## src/rtl/layer_argmax_8_20.sv

```systemverilog
// Streaming argmax over M signed T-bit words. It accepts one word per s_valid/s_ready beat
// and returns the index and value of the maximum over an m_valid/m_ready handshake.
module layer_argmax_8_20 #(
    parameter int M    = 8,
    parameter int T    = 20,
    parameter int IDXW = 3
) (
    input  logic                   clk,
    input  logic                   reset,
    input  logic                   s_valid,
    output logic                   s_ready,
    input  logic signed [T-1:0]    data_in,
    output logic                   m_valid,
    input  logic                   m_ready,
    output logic [IDXW-1:0]        data_out,
    output logic signed [T-1:0]    max_out
);

    typedef enum logic [0:0] {
        COLLECT = 1'b0,
        OUTPUT  = 1'b1
    } state_t;

    localparam logic [IDXW:0] LAST_COUNT = (IDXW+1)'(M - 1);
    localparam logic [IDXW:0] ZERO_COUNT = {(IDXW+1){1'b0}};
    localparam logic [IDXW:0] ONE_COUNT  = {{IDXW{1'b0}}, 1'b1};

    state_t                 state_r;
    logic [IDXW:0]          count_r;
    logic signed [T-1:0]    best_r;
    logic [IDXW-1:0]        best_idx_r;

    logic                   accept_s;
    logic                   last_s;
    logic signed [T-1:0]    next_best_s;
    logic [IDXW-1:0]        next_idx_s;

    // Running-maximum update for the word on the bus; the first word of a vector always seeds it.
    always_comb begin
        accept_s    = s_valid && s_ready;
        last_s      = (count_r == LAST_COUNT);
        next_best_s = best_r;
        next_idx_s  = best_idx_r;
        if (count_r == ZERO_COUNT) begin
            next_best_s = data_in;
            next_idx_s  = {IDXW{1'b0}};
        end else if (data_in > best_r) begin
            next_best_s = data_in;
            next_idx_s  = count_r[IDXW-1:0];
        end else begin
            next_best_s = best_r;
            next_idx_s  = best_idx_r;
        end
    end

    // Collect/output FSM with all outputs registered; s_ready is the complement of m_valid.
    always_ff @(posedge clk) begin
        if (reset) begin
            state_r    <= COLLECT;
            count_r    <= ZERO_COUNT;
            best_r     <= {T{1'b0}};
            best_idx_r <= {IDXW{1'b0}};
            s_ready    <= 1'b1;
            m_valid    <= 1'b0;
            data_out   <= {IDXW{1'b0}};
            max_out    <= {T{1'b0}};
        end else begin
            case (state_r)
                COLLECT: begin
                    if (accept_s) begin
                        best_r     <= next_best_s;
                        best_idx_r <= next_idx_s;
                        if (last_s) begin
                            data_out <= next_idx_s;
                            max_out  <= next_best_s;
                            m_valid  <= 1'b1;
                            s_ready  <= 1'b0;
                            count_r  <= ZERO_COUNT;
                            state_r  <= OUTPUT;
                        end else begin
                            count_r  <= count_r + ONE_COUNT;
                        end
                    end else begin
                        count_r <= count_r;
                    end
                end
                OUTPUT: begin
                    if (m_valid && m_ready) begin
                        m_valid <= 1'b0;
                        s_ready <= 1'b1;
                        state_r <= COLLECT;
                    end else begin
                        m_valid <= m_valid;
                    end
                end
                default: begin
                    state_r <= COLLECT;
                    count_r <= ZERO_COUNT;
                    s_ready <= 1'b1;
                    m_valid <= 1'b0;
                end
            endcase
        end
    end

endmodule

```

## config.mk

```make
export PLATFORM = sky130hd
export DESIGN_NAME = layer_argmax_8_20
export DESIGN_NICKNAME = d
export VERILOG_FILES = /design/src/rtl/layer_argmax_8_20.sv
export SDC_FILE = /design/constraint.sdc
export NUM_CORES = 1
export LEC_CHECK = 0
export BUFFER_PORTS_ARGS = -buffer_cell sky130_fd_sc_hd__buf_2
export CAP_MARGIN = 20
export CORE_MARGIN = 10
export CORE_UTILIZATION = 50
export DETAILED_ROUTE_END_ITERATION = 12
export PLACE_DENSITY = 0.72
export SLEW_MARGIN = 20
export SYNTH_ARGS = -nofsm -noshare
export SYNTH_HDL_FRONTEND = slang
export SYNTH_SLANG_ARGS = --single-unit
```

## constraint.sdc

```tcl
create_clock -name clk -period 5.87 [get_ports clk]
set_input_delay 0.587 -clock clk [delete_from_list [all_inputs] [get_ports clk]]
set_output_delay 0.587 -clock clk [all_outputs]
set_load 0.02 [all_outputs]
```

==> results.md <==
* Fin crit share at about three fifths
* Placer Congestion at 0.784
* Slowest stage delay, CP at 0.98 ns
* ANT cells at 0
* Core area at slightly below 0.006 mm2
* Port bufs at 48
* DP Cell Count at ~450
* Mapped Area at 0.00304 mm2
* Hold Buf Count CTS at 0
* Resized cells post-CTS at 0
* Setup-failing EPs final at 0
* # nets final at between 400 and 500
* Dpl ws at 1.94 ns
* Antenna violations before repair at 0
* Worst Path Max Fanout at 24
* Die Wd at between 90 and 100 um
* DP Area at 0.00327 mm2
* I/O pin total at 49
* Die footprint at roughly 0.0096 mm2
* Clk_skew at 0.00699 ns
* Routed WL at 7300 um
* WL/cell at between 15 and 20 um
* Via count at 2631
* Cell row count at 28
* Most common cell after layout, fill and taps aside: dfxtp_1
* Post-CTS setup repair buffer count at 0
* TritonRoute pass-1 iters at 4
* RSZ-0062 raised after global routing: no
* Synth top area share at a little over a third
* Clk root buf: clkbuf_8
* CP required at ~6 ns
* Slew Viols, Final at 0
* CTS sink count at 53
* Status: finished, final reports clean
* Non-Filler Cell Area, Final at 0.00338 mm2
* Reg clk slew, reported paths at 0.09 ns
* Crit path DAT at 3.77 ns
* Flops & latches, synth at 53
* Remaining Overflow, GRT at 0
* Final hold vios at 0
* TritonCTS buffer count at 5
* Post-Syn Area per Cell at between 8 and 9 um2
* Initial DRC Count at about 120
* TNS Setup at 0 ns
* Bufs on Longest Clock Path at 2
* Final Non-Filler Cells at 454
* Largest net degree at the start of global routing at 75
* Post-DRT Antenna Nets at 0
* Hold crit path type: reg2reg
* Peak supply drop at 154 uV
* Worst setup EP type: register
* CTS H-tree lvls at 2
* Relative max-transition margin at between 30% and 40%
* First-pass GRT wire length at approximately 12000 um
* Area leader, netlist: dfxtp_1
* Share of cells above drive strength 1 at 16.6%
* Commonest non-fill, non-tap cells in the layout: dfxtp_1, buf_2, nand2b_1, nand4_1
* Pwr Density at around 230 mW/mm2
* Post-synth cell types at 38
* CP Launch Type: register
* Post-synthesis sequential area ratio at approximately a third
* Asr flop ratio synth at 0%
* Worst-Skew Late Latency at roughly 0.3 ns
* Fmax at 276 MHz
* Post-synth top flop: dfxtp_1
* Lkg Pwr at between 0.001 and 0.0015 uW
* Synth Instances at approximately 350
* DR vias/cell at 5.80
* Tmin final at approximately 3.6 ns
* Starting Density at approximately half
* Synth-to-Final Area Change at 11.2%
* Fillcell total at 540
* Ys Warns at 0
* Post-route DRC at 0
* Largest delay share family, worst path: compound AO/OA/AOI/OAI gates
* Die H at approximately 100 um
* Top post-synthesis cells by area: dfxtp_1, ha_1, nand2b_1
* Critical path type: reg2reg
* Final HPWL DP at roughly 5000 um
* CP Buf/Inv Count at 1
* CTS tree: built
* Number of synthesized flops with an enable pin at 0
* MaxCap Viol Count at 0
* Vias in the first global route at roughly 2500
* Final WS setup at ~2.2 ns
* Slowest CP cell: a31oi_4
* Worst-Margin Slew at roughly 1.0 ns
* Global-route usage over all layers at between 10 and 15%
* Syn_nets at between 300 and 400
* CP Cell Sequence: inv_1, ha_1, nand4_1, or4_1, a21o_1, a41o_1, a31oi_4, a221oi_1
routing by layer:
| metal | wire (um) | track usage [%] |
|---|---|---|
| met1 | 3380 | 17.8 |
| met2 | 3580 | 25.1 |
| met3 | 314 | 3.66 |
| met4 | 28 | 3.13 |
| met5 | 0 | 0 |
path summary, 6_finish.rpt:
check,start,endpoint,slack [ns],cells past startpoint
hold reg to reg,best_idx_r[1],best_idx_r[1],0.49,2
setup / recovery,best_r[19],best_idx_r[2],2.25,8
hold / removal,best_idx_r[1],best_idx_r[1],0.49,2
setup reg to reg,best_r[19],best_idx_r[2],2.25,8
report_power, final:
group	switching, uW	internal (uW)	total [uW]
combinational	112	62.6	175
sequential	11.8	373	385
clock	119	107	226
sequential cells by signal (all words and copies together), names as in the netlist:
register,cells
best_idx_r,3
best_r,20
count_r,4
data_out,3
m_valid,1
max_out,20
s_ready,1
state_r,1
logic make-up after synthesis:
family                     after synthesis  synth area share, %
buffers and inverters                   53                 7.29
DFF                                     53                 34.9
adders and majority gates               22                 9.06
and+or+nand+nor                        121                 22.0
AOI/OAI and AO/OA                       78                 19.6
xor gates and xnor gates                 2                0.577
muxes                                   20                 6.59
worst register-to-register path: cells and delay by family, from the launching register on:
| kind | cells | cell delay (ns) |
|---|---|---|
| AND/OR/NAND/NOR | 2 | 0.75 |
| flip-flops | 1 | 0.36 |
| buffers and inverters | 1 | 0.06 |
| adder cells (fa/ha/maj) | 1 | 0.33 |
| AO/OA/AOI/OAI | 4 | 1.97 |
synth_stat cells (all sizes together), types with 2 or more instances:
master	number
dfxtp	53
nand2b	42
nand4	26
inv	24
nor2	24
ha	22
clkbuf	21
a311oi	20
mux2i	20
o31ai	20
a21oi	13
nand2	12
buf	8
o21ai	7
a31oi	4
nor3	4
o21bai	4
and3b	2
nand3	2
nand3b	2
nor2b	2
o2bb2ai	2
or3	2
xnor2	2
layout make-up:
cell class | instances | area (um2) | share of cell area (%)
flip-flops and latches | 53 | 1060 | 31.4
multi-input cells | 243 | 1770 | 52.3
repair buffers | 51 | 265 | 7.85
well taps | 75 | 93.8 | 2.78
clock inverters | 1 | 5.00 | 0.148
inverters | 24 | 90.1 | 2.67
clock buffers | 7 | 96.3 | 2.85
per-stage QoR:
stage | util (%) | power (uW) | hold WS (ns)
floorplan | - | 523 | 0.454
global placement | 55.2 | 563 | 0.467
detailed placement | 55.2 | 567 | 0.477
CTS | 56.9 | 791 | 0.492
global route | 57.1 | 826 | 0.515
finish | 57.1 | 786 | 0.489
(Power assumes the default switching activity.)
